`config.mk`:
```
export PLATFORM = sky130hd
export DESIGN_NAME = pingpong_scheduler_flat
export DESIGN_NICKNAME = d
export VERILOG_FILES = /design/src/rtl/display_pkg.sv /design/src/rtl/pingpong_scheduler_if.sv /design/src/rtl/frame_word_counter.sv /design/src/rtl/pingpong_scheduler.sv /design/src/flat_wrapper.sv
export SDC_FILE = /design/constraint.sdc
export NUM_CORES = 1
export LEC_CHECK = 0
export ABC_AREA = 1
export BUFFER_PORTS_ARGS = -buffer_cell sky130_fd_sc_hd__buf_2
export CAP_MARGIN = 20
export CELL_PAD_IN_SITES_DETAIL_PLACEMENT = 1
export CELL_PAD_IN_SITES_GLOBAL_PLACEMENT = 2
export CORE_MARGIN = 4
export CORE_UTILIZATION = 29
export DETAILED_ROUTE_END_ITERATION = 10
export GPL_ROUTABILITY_DRIVEN = 0
export PLACE_DENSITY = 0.74
export SETUP_SLACK_MARGIN = 0.1
export SYNTH_ARGS = -nofsm -noshare
export SYNTH_HDL_FRONTEND = slang
export SYNTH_SLANG_ARGS = --single-unit
```
`constraint.sdc`:
```
create_clock -name clk -period 1.8 [get_ports clk]
set_input_delay 0.18 -clock clk [delete_from_list [all_inputs] [get_ports clk]]
set_output_delay 0.18 -clock clk [all_outputs]
set_load 0.02 [all_outputs]
```
`src/rtl/display_pkg.sv`:
```
// Shared types and defaults for the ping-pong frame buffer scheduler.
package display_pkg;

  localparam int FRAME_WORDS_DEF = 1024;
  localparam int CNT_W_DEF       = 20;

  typedef enum logic [1:0] {
    EMPTY   = 2'd0,
    FILLING = 2'd1,
    FULL    = 2'd2
  } back_st_t;

endpackage

```
`src/rtl/pingpong_scheduler_if.sv`:
```
// Host write handshake, pixel-side strobes and buffer/mux controls of the scheduler.
interface pingpong_scheduler_if;

  logic       wr_valid;
  logic       wr_ready;
  logic       vb_start;
  logic       active_px;
  logic       WE0, WE1;
  logic       RE0, RE1;
  logic       IncAddr0, IncAddr1;
  logic       ResetAddr0, ResetAddr1;
  logic       SelBuf0, SelBuf1, SelBlank;
  logic       Buf0Empty, Buf1Empty;
  logic       front_idx;
  logic [7:0] repeat_cnt;
  logic       overrun;

  modport master (
    output wr_valid, vb_start, active_px,
    input  wr_ready, WE0, WE1, RE0, RE1, IncAddr0, IncAddr1,
           ResetAddr0, ResetAddr1, SelBuf0, SelBuf1, SelBlank,
           Buf0Empty, Buf1Empty, front_idx, repeat_cnt, overrun
  );

  modport slave (
    input  wr_valid, vb_start, active_px,
    output wr_ready, WE0, WE1, RE0, RE1, IncAddr0, IncAddr1,
           ResetAddr0, ResetAddr1, SelBuf0, SelBuf1, SelBlank,
           Buf0Empty, Buf1Empty, front_idx, repeat_cnt, overrun
  );

endinterface

```
`src/rtl/frame_word_counter.sv`:
```
// Clearable word counter with a flag raised when the count equals LIMIT.
module frame_word_counter #(
  parameter int CNT_W = 20,
  parameter int LIMIT = 1023
) (
  input  logic clk,
  input  logic clr,
  input  logic inc,
  output logic at_limit
);

  logic [CNT_W-1:0] cnt;

  always_ff @(posedge clk) begin
    if (clr) begin
      cnt <= '0;
    end else if (inc) begin
      cnt <= cnt + CNT_W'(1);
    end
  end

  assign at_limit = (cnt == CNT_W'(LIMIT));

endmodule

```
`src/rtl/pingpong_scheduler.sv`:
```
// Swaps two frame buffers at vertical blank once the back buffer holds a full frame.
module pingpong_scheduler
  import display_pkg::*;
#(
  parameter int FRAME_WORDS = FRAME_WORDS_DEF,
  parameter int CNT_W       = CNT_W_DEF
) (
  input  logic                 clk,
  input  logic                 reset,
  pingpong_scheduler_if.slave  bus
);

  back_st_t   back_st, back_st_nxt;
  logic       front_idx, front_idx_nxt;
  logic       front_valid, front_valid_nxt;
  logic [7:0] repeat_cnt, repeat_cnt_nxt;
  logic       overrun, overrun_nxt;

  logic wr_last, rd_done;
  logic wr_xfer, rd_go, swap, rpt;
  logic wr_clr, rd_clr;

  // Write counter flags the last word of a frame; read counter flags exhaustion.
  frame_word_counter #(.CNT_W(CNT_W), .LIMIT(FRAME_WORDS - 1)) u_wr_cnt (
    .clk(clk), .clr(wr_clr), .inc(wr_xfer), .at_limit(wr_last)
  );

  frame_word_counter #(.CNT_W(CNT_W), .LIMIT(FRAME_WORDS)) u_rd_cnt (
    .clk(clk), .clr(rd_clr), .inc(rd_go), .at_limit(rd_done)
  );

  always_ff @(posedge clk) begin
    if (reset) begin
      back_st     <= EMPTY;
      front_idx   <= 1'b0;
      front_valid <= 1'b0;
      repeat_cnt  <= 8'd0;
      overrun     <= 1'b0;
    end else begin
      back_st     <= back_st_nxt;
      front_idx   <= front_idx_nxt;
      front_valid <= front_valid_nxt;
      repeat_cnt  <= repeat_cnt_nxt;
      overrun     <= overrun_nxt;
    end
  end

  always_comb begin
    back_st_nxt     = back_st;
    front_idx_nxt   = front_idx;
    front_valid_nxt = front_valid;
    repeat_cnt_nxt  = repeat_cnt;
    overrun_nxt     = overrun;

    bus.wr_ready = (back_st != FULL) && !reset;
    wr_xfer      = bus.wr_valid && bus.wr_ready;
    swap         = bus.vb_start && (back_st == FULL) && !reset;
    rpt          = bus.vb_start && (back_st != FULL) && front_valid && !reset;
    // vb_start takes priority over a coincident pixel request.
    rd_go        = bus.active_px && front_valid && !rd_done && !bus.vb_start && !reset;

    wr_clr = reset || swap || (wr_xfer && wr_last);
    rd_clr = reset || swap || rpt;

    if (swap) begin
      back_st_nxt     = EMPTY;
      front_idx_nxt   = ~front_idx;
      front_valid_nxt = 1'b1;
    end else if (wr_xfer) begin
      back_st_nxt = wr_last ? FULL : FILLING;
    end

    if (rpt && (repeat_cnt != 8'd255)) begin
      repeat_cnt_nxt = repeat_cnt + 8'd1;
    end

    if (bus.active_px && front_valid && rd_done && !bus.vb_start) begin
      overrun_nxt = 1'b1;
    end

    bus.WE0        = wr_xfer && front_idx;
    bus.WE1        = wr_xfer && !front_idx;
    bus.RE0        = rd_go && !front_idx;
    bus.RE1        = rd_go && front_idx;
    bus.IncAddr0   = bus.WE0 || bus.RE0;
    bus.IncAddr1   = bus.WE1 || bus.RE1;
    bus.SelBuf0    = bus.RE0;
    bus.SelBuf1    = bus.RE1;
    bus.SelBlank   = !rd_go;
    bus.ResetAddr0 = reset || swap || (rpt && !front_idx);
    bus.ResetAddr1 = reset || swap || (rpt && front_idx);

    // The back buffer is always the one not being displayed.
    bus.Buf0Empty  = reset || (front_idx ? (back_st == EMPTY) : !front_valid);
    bus.Buf1Empty  = reset || (front_idx ? !front_valid : (back_st == EMPTY));

    bus.front_idx  = front_idx;
    bus.repeat_cnt = repeat_cnt;
    bus.overrun    = overrun;
  end

endmodule

```
`src/flat_wrapper.sv`:
```
// flat-port wrapper written by rule: the top's interface ports become plain ports
module pingpong_scheduler_flat import display_pkg::*;
#(
  parameter int FRAME_WORDS = FRAME_WORDS_DEF,
  parameter int CNT_W       = CNT_W_DEF
)
  (clk, reset, bus_wr_valid, bus_vb_start, bus_active_px, bus_wr_ready, bus_WE0, bus_WE1, bus_RE0, bus_RE1, bus_IncAddr0, bus_IncAddr1, bus_ResetAddr0, bus_ResetAddr1, bus_SelBuf0, bus_SelBuf1, bus_SelBlank, bus_Buf0Empty, bus_Buf1Empty, bus_front_idx, bus_repeat_cnt, bus_overrun);
  pingpong_scheduler_if bus_i ();
  input  logic clk;
  input  logic reset;
  input wire logic [$bits(bus_i.wr_valid)-1:0] bus_wr_valid;
  input wire logic [$bits(bus_i.vb_start)-1:0] bus_vb_start;
  input wire logic [$bits(bus_i.active_px)-1:0] bus_active_px;
  output wire logic [$bits(bus_i.wr_ready)-1:0] bus_wr_ready;
  output wire logic [$bits(bus_i.WE0)-1:0] bus_WE0;
  output wire logic [$bits(bus_i.WE1)-1:0] bus_WE1;
  output wire logic [$bits(bus_i.RE0)-1:0] bus_RE0;
  output wire logic [$bits(bus_i.RE1)-1:0] bus_RE1;
  output wire logic [$bits(bus_i.IncAddr0)-1:0] bus_IncAddr0;
  output wire logic [$bits(bus_i.IncAddr1)-1:0] bus_IncAddr1;
  output wire logic [$bits(bus_i.ResetAddr0)-1:0] bus_ResetAddr0;
  output wire logic [$bits(bus_i.ResetAddr1)-1:0] bus_ResetAddr1;
  output wire logic [$bits(bus_i.SelBuf0)-1:0] bus_SelBuf0;
  output wire logic [$bits(bus_i.SelBuf1)-1:0] bus_SelBuf1;
  output wire logic [$bits(bus_i.SelBlank)-1:0] bus_SelBlank;
  output wire logic [$bits(bus_i.Buf0Empty)-1:0] bus_Buf0Empty;
  output wire logic [$bits(bus_i.Buf1Empty)-1:0] bus_Buf1Empty;
  output wire logic [$bits(bus_i.front_idx)-1:0] bus_front_idx;
  output wire logic [$bits(bus_i.repeat_cnt)-1:0] bus_repeat_cnt;
  output wire logic [$bits(bus_i.overrun)-1:0] bus_overrun;
  assign bus_i.wr_valid = bus_wr_valid;
  assign bus_i.vb_start = bus_vb_start;
  assign bus_i.active_px = bus_active_px;
  assign bus_wr_ready = bus_i.wr_ready;
  assign bus_WE0 = bus_i.WE0;
  assign bus_WE1 = bus_i.WE1;
  assign bus_RE0 = bus_i.RE0;
  assign bus_RE1 = bus_i.RE1;
  assign bus_IncAddr0 = bus_i.IncAddr0;
  assign bus_IncAddr1 = bus_i.IncAddr1;
  assign bus_ResetAddr0 = bus_i.ResetAddr0;
  assign bus_ResetAddr1 = bus_i.ResetAddr1;
  assign bus_SelBuf0 = bus_i.SelBuf0;
  assign bus_SelBuf1 = bus_i.SelBuf1;
  assign bus_SelBlank = bus_i.SelBlank;
  assign bus_Buf0Empty = bus_i.Buf0Empty;
  assign bus_Buf1Empty = bus_i.Buf1Empty;
  assign bus_front_idx = bus_i.front_idx;
  assign bus_repeat_cnt = bus_i.repeat_cnt;
  assign bus_overrun = bus_i.overrun;
  pingpong_scheduler #(.FRAME_WORDS(FRAME_WORDS), .CNT_W(CNT_W)) u_core (.clk(clk), .reset(reset), .bus(bus_i));
endmodule
```
# Word-level counts from Yosys, hierarchy flattened
# Cells that the tools add are included.
dict set report word_totals {
  inputBits 5
  out_inout_bits 24
  elab_cells 57
  regBits 53
}
dict set report classes {
  muxes 3
  n_reduce_logical 38
  addsub 3
  n_bitwise 1
  n_eq_ne 5
}
# operator n
set ops {}
lappend ops {{$add A20 B1 Y20 const B} 2}
lappend ops {{$logic_and A1 B1 Y1} 21}
lappend ops {{$eq A20 B10 Y1 const B} 1}
lappend ops {{$eq A20 B11 Y1 const B} 1}
lappend ops {{$logic_or A1 B1 Y1} 9}
lappend ops {{$add A8 B1 Y8 const B} 1}
lappend ops {{$ne A8 B8 Y1 const B} 1}
lappend ops {{$logic_not A1 Y1} 6}
lappend ops {{$eq A2 B2 Y1 const B} 1}
lappend ops {{$logic_not A2 Y1} 1}
lappend ops {{$mux W1} 2}
lappend ops {{$mux W2} 1}
lappend ops {{$ne A2 B2 Y1 const B} 1}
lappend ops {{$reduce_or A2 Y1} 1}
lappend ops {{$not A1 Y1} 1}

# Logic depth before layout (Yosys ltp)
dict set report depth {
  ltp_word 7
  depth_mapped 11
  ltp_nobuf 10
}

# By module
# Synthesis repeated with hierarchy kept, for this count alone.
dict set report hier_totals {
  cells_unflattened 452
  hier_area_um2 3074.2
}
# module seq_area_each_um2 cells_per_inst instances area_each_um2
set modules_own_cells {}
lappend modules_own_cells {{frame_word_counter at u_core.u_rd_cnt} 400.4 165 1 1121.1}
lappend modules_own_cells {{frame_word_counter at u_core.u_wr_cnt} 400.4 157 1 1056.0}
lappend modules_own_cells {pingpong_scheduler 260.2 130 1 897.1}

# Worst setup path before layout
# OpenSTA, ideal clock, no wires.
dict set report synth_path {
  path_type {register to output}
  startpoint {register u_core.u_rd_cnt.cnt[0]}
  endpoint {output port bus_SelBuf1}
  t_arrival_ps 1716
  slack_ps -96
  path_stages_with_launch 12
  required_ps 1620
  path_cell_list {dfxtp_1 > inv_1 > ha_1 > nand3_1 > nor2_1 > nand3_2 > nand2_2 > nor2_4 > buf_6 > nand2_1 > inv_1 > buf_4}
}
dict set report synth_via {
  elab_chain_len 6
}
# item line
set synth_rtl {}
lappend synth_rtl {{from (decl)} frame_word_counter.sv:12} ;# logic [CNT_W-1:0] cnt;
lappend synth_rtl {{from (signal assigned)} frame_word_counter.sv:18} ;# cnt <= cnt + CNT_W'(1);
lappend synth_rtl {{$eq A20 B11 Y1} frame_word_counter.sv:22} ;# assign at_limit = (cnt == CNT_W'(LIMIT));
lappend synth_rtl {{$logic_not A1 Y1} pingpong_scheduler.sv:60} ;# rd_go = bus.active_px && front_valid && !rd_done && !bus.vb_start && !reset;
lappend synth_rtl {{$logic_and A1 B1 Y1 (3 in series)} pingpong_scheduler.sv:60}
lappend synth_rtl {{$logic_and A1 B1 Y1} pingpong_scheduler.sv:84} ;# bus.RE1 = rd_go && front_idx;
lappend synth_rtl {{to (decl)} flat_wrapper.sv:24} ;# output wire logic [$bits(bus_i.SelBuf1)-1:0] bus_SelBuf1;
# Every way passes these cells.

# Worst setup path in the final report
dict set report layout_path {
  startpoint {register u_core.u_rd_cnt.cnt[0]}
  endpoint {output port bus_IncAddr0}
}
dict set report layout_via {
  elab_chain_len 7
}
# item line
set layout_rtl {}
lappend layout_rtl {{$eq A20 B11 Y1} frame_word_counter.sv:22}
lappend layout_rtl {{$logic_not A1 Y1} pingpong_scheduler.sv:60}
lappend layout_rtl {{$logic_and A1 B1 Y1 (3 in series)} pingpong_scheduler.sv:60}
lappend layout_rtl {{$logic_and A1 B1 Y1} pingpong_scheduler.sv:83} ;# bus.RE0 = rd_go && !front_idx;
lappend layout_rtl {{$logic_or A1 B1 Y1} pingpong_scheduler.sv:85} ;# bus.IncAddr0 = bus.WE0 || bus.RE0;
lappend layout_rtl {{to (decl)} flat_wrapper.sv:19} ;# output wire logic [$bits(bus_i.IncAddr0)-1:0] bus_IncAddr0;
# Every way passes these cells.

==> parameters.txt <==
Parameter                              Value

Run status
  Run status    completed

Floorplanning
  Die boundary height    113 µm
  Initial standard-cell utilization of the core    0.303
  Core ar.    10500 µm²
  Ports    29
  Cell row count    37
  Horizontal die dimension    113 µm
  Total die area    12700 µm²

Critical path
  Cells on worst reg2reg path    11
  Critical R2R Capture    u_core.u_rd_cnt.cnt[16]$_SDFFE_PP0P_
  Kind of end point of the critical path    output port
  Maximum fanout along the worst path    5
  Worst reg2reg startpoint    u_core.u_rd_cnt.cnt[0]$_SDFFE_PP0P_
  Setup Crit Path Kind    reg -> out
  Critical Path Source Type    register
  Worst R2R Setup Slack    0.23 ns
  Data arrival time of the critical path    1.61 ns
  Endpoint required time on the critical path    1.62 ns

Pwr
  Portion of total power attributed to combinational logic    0.060
  Share of total power consumed by net switching    0.260
  Clock power share    0.358
  Static leakage power    1.58 nW
  Sequential fraction of design power    0.583
  Switching power    525 µW
  Internal    1.49 mW
  Power density over the cells    510 nW/µm²
  Max VDD drop    0.000303 V

STA
  Number of failing setup endpoints in the final timing report    0
  Fin crit period    1.79 ns
  Slew margin rel.    0.691
  Smallest hold slack    0.187 ns
  Number of hold-slack violations in the final timing report    0
  Slew Limit Fails    0
  Worst-margin pin slew    0.462 ns
  Largest clock skew in the final design    0.0168 ns
  Final cycle utilization of the critical path    0.996
  Fmax achieved    0.558 GHz
  Unrepaired setup endpoints after global routing    yes

Routing
  Routed Wire Length    9210 µm
  First DRT Iteration DRCs    123
  Final routed wire length divided by cell count    13.5 µm
  Detail-routed via count per cell    4.64
  Count of nets left with antenna violations after detail routing    0
  Via Count    3175
  Post-route DRC violation count    0
  Total iterations of the first detailed-routing run    4

Logic synthesis
  Cell types occupying the most area after synthesis    sky130_fd_sc_hd__dfxtp_1 (33%), sky130_fd_sc_hd__nand2_1 (19%), sky130_fd_sc_hd__nor2_1 (9.1%)
  Post-synth EDFFs    0
  Post-synthesis cell count    493
  Syn_area_per_cell    6.45 µm²
  Dominant cell type by area after synthesis    sky130_fd_sc_hd__dfxtp_1
  Area of the mapped netlist    3180 µm²
  Synth top area share    0.333
  Number of register bits inferred by synthesis    53
  Register area share after synthesis    0.333
  Asr flop ratio synth    0
  Netlist cell types    31
  Count of synthesis-stage warnings from yosys    0
  Post-Synthesis Net Count    502
  Predominant post-synthesis flop cell    sky130_fd_sc_hd__dfxtp_1

Final layout
  Number of nets in the final layout    556
  Synth-to-layout area growth    24.2%
  Number of fill cells    1357
  Core Util, Final    0.376
  Antenna Diode Count    0
  Layout cell share with drive strength beyond 1    0.250
  Area of the multi-input gates    1920 µm²
  FF+latch area    1090 µm²

Clock network
  Max Buffers Root-to-Sink    2
  Latest clock arrival within the worst-skew pair    0.32 ns
  CTS sink count    53
  Clock tree from TritonCTS    done
  Clock slew seen by the registers of the worst setup and hold paths    0.12 ns
  Cell chosen for the clock root    sky130_fd_sc_hd__clkbuf_8
  Number of buffers created by CTS    5
  Number of levels the H-tree was split into    2

Worst hold path
  Kind of path behind the tightest hold check    in -> reg
  Endpoint, Worst Hold    u_core.front_valid$_SDFFE_PP0P_
  Depth of the worst hold-timing path    3
  Origin of the worst min-delay path    bus_vb_start

GRT
  Initial antenna violation count    0
  GR Overflow Total    0
  Pin count of the biggest net entering global routing    20
  Tot GR Track Use    0.146
  First-pass GRT wire length    15400 µm
  Number of global-route vias before repair    3255

Placement
  Port Buf Inserts    28
  Half-perimeter wire length after placement    6880 µm

Run
  Max-cap violations    0
how the worst max path moves through the flow:
stage                                             start                              endpoint
global route        u_core.u_rd_cnt.cnt[0]$_SDFFE_PP0P_                          bus_IncAddr0
CTS                 u_core.u_rd_cnt.cnt[0]$_SDFFE_PP0P_                          bus_IncAddr0
global placement    u_core.u_rd_cnt.cnt[0]$_SDFFE_PP0P_  u_core.u_rd_cnt.cnt[17]$_SDFFE_PP0P_
detailed placement  u_core.u_rd_cnt.cnt[0]$_SDFFE_PP0P_   u_core.u_rd_cnt.cnt[4]$_SDFFE_PP0P_
floorplan           u_core.u_rd_cnt.cnt[0]$_SDFFE_PP0P_                           bus_SelBuf1
finish              u_core.u_rd_cnt.cnt[0]$_SDFFE_PP0P_                          bus_IncAddr0
layout by cell type (no fill, tap or decap), drive strengths merged:
cell type,instances
ha,4
nor2,82
nand3,25
nand4,11
nand2,165
nor3,5
o22ai,1
clkinvlp,2
xnor2,5
and3,1
nor3b,1
inv,51
nand3b,5
xor2,15
or2,3
buf,59
dfxtp,53
a21oi,43
o21ai,12
clkbuf,5
area by class of cell:
cell class | count | share of cell area
Tap cell | 136 | 0.0431
Clock buffer | 5 | 0.0174
Timing Repair Buffer | 59 | 0.122
Inverter | 50 | 0.0481
Multi-Input combinational cell | 378 | 0.487
Sequential cell | 53 | 0.277
Clock inverter | 3 | 0.00538
critical path, stage by stage, from the launching register on:
cell,delay [ns]
sky130_fd_sc_hd__dfxtp_4,0.36
sky130_fd_sc_hd__inv_4,0.06
sky130_fd_sc_hd__ha_4,0.11
sky130_fd_sc_hd__nand3_2,0.06
sky130_fd_sc_hd__nor2_2,0.13
sky130_fd_sc_hd__nand3_2,0.13
sky130_fd_sc_hd__nand2_2,0.12
sky130_fd_sc_hd__nor2_4,0.05
sky130_fd_sc_hd__nand2_2,0.08
sky130_fd_sc_hd__o21ai_2,0.06
sky130_fd_sc_hd__buf_6,0.14
power groups by stage:
stage | Clock [mW] | Sequential [mW] | Combinational [mW]
after floorplan | 0 | 1.20 | 0.0629
after global placement | 0 | 1.20 | 0.0981
after detailed placement | 0 | 1.21 | 0.0992
after CTS | 0.754 | 1.18 | 0.107
after global routing | 0.822 | 1.18 | 0.131
final | 0.721 | 1.17 | 0.120
kinds of logic (layout without fill, tap and decap cells):
logic type | Yosys count | after routing | synth area share
DFF | 53 | 53 | 0.333
xor gates and xnor gates | 20 | 20 | 0.0551
buffers and inverters | 62 | 117 | 0.0873
adders and majority gates | 4 | 4 | 0.0157
AOI/OAI and AO/OA | 56 | 56 | 0.101
and+or+nand+nor | 298 | 298 | 0.407
cells in the mapped netlist, types with 4 or more instances:
cell                       count
sky130_fd_sc_hd__nand2_1     160
sky130_fd_sc_hd__nor2_1       77
sky130_fd_sc_hd__dfxtp_1      53
sky130_fd_sc_hd__inv_1        46
sky130_fd_sc_hd__a21oi_1      33
sky130_fd_sc_hd__nand3_1      22
sky130_fd_sc_hd__xor2_1       15
sky130_fd_sc_hd__nand4_1      11
sky130_fd_sc_hd__o21ai_0      11
sky130_fd_sc_hd__a21oi_2      10
sky130_fd_sc_hd__buf_4         5
sky130_fd_sc_hd__nand2_2       5
sky130_fd_sc_hd__nand3b_1      5
sky130_fd_sc_hd__xnor2_1       5
sky130_fd_sc_hd__ha_1          4
sky130_fd_sc_hd__inv_2         4
sky130_fd_sc_hd__nor3_1        4
through the flow:
| step | TNS (ns) | area, µm² | cells | total power, mW | setup WS, ns |
|---|---|---|---|---|---|
| detailed placement | 0 | 3540 | 659 | 1.30 | 0.172 |
| finish | 0 | 3950 | 684 | 2.02 | 0.00670 |
| global route | -0.670 | 3950 | 684 | 2.13 | -0.127 |
| CTS | -0.00341 | 3830 | 678 | 2.04 | -0.00341 |
| floorplan | 0 | 3200 | 493 | 1.27 | 0.0905 |
| global placement | 0 | 3540 | 659 | 1.30 | 0.204 |
flip-flops by register name, summed over array words and instances (netlist names):
register	cells
u_core.u_rd_cnt.cnt	20
u_core.u_wr_cnt.cnt	20
u_core.bus.repeat_cnt	8
u_core.back_st	2
u_core.bus.front_idx	1
u_core.bus.overrun	1
u_core.front_valid	1
layer usage:
metal	share of wire	routed length, µm	GRT usage
met5	0	0	0
met1	0.47	4340	0.186
met2	0.50	4620	0.263
met3	0.018	163	0.0230
met4	0.0090	83	0.0288
timing repair:
item	in CTS	in global routing
pin swaps	9	8
setup endpoints to repair	9	45
gates resized for setup	39	28
cloned	0	0
hold buffers	0	0
hold endpoints to repair	0	0
buffers inserted	11	6
No activity file was read; power rests on OpenSTA's default activity.
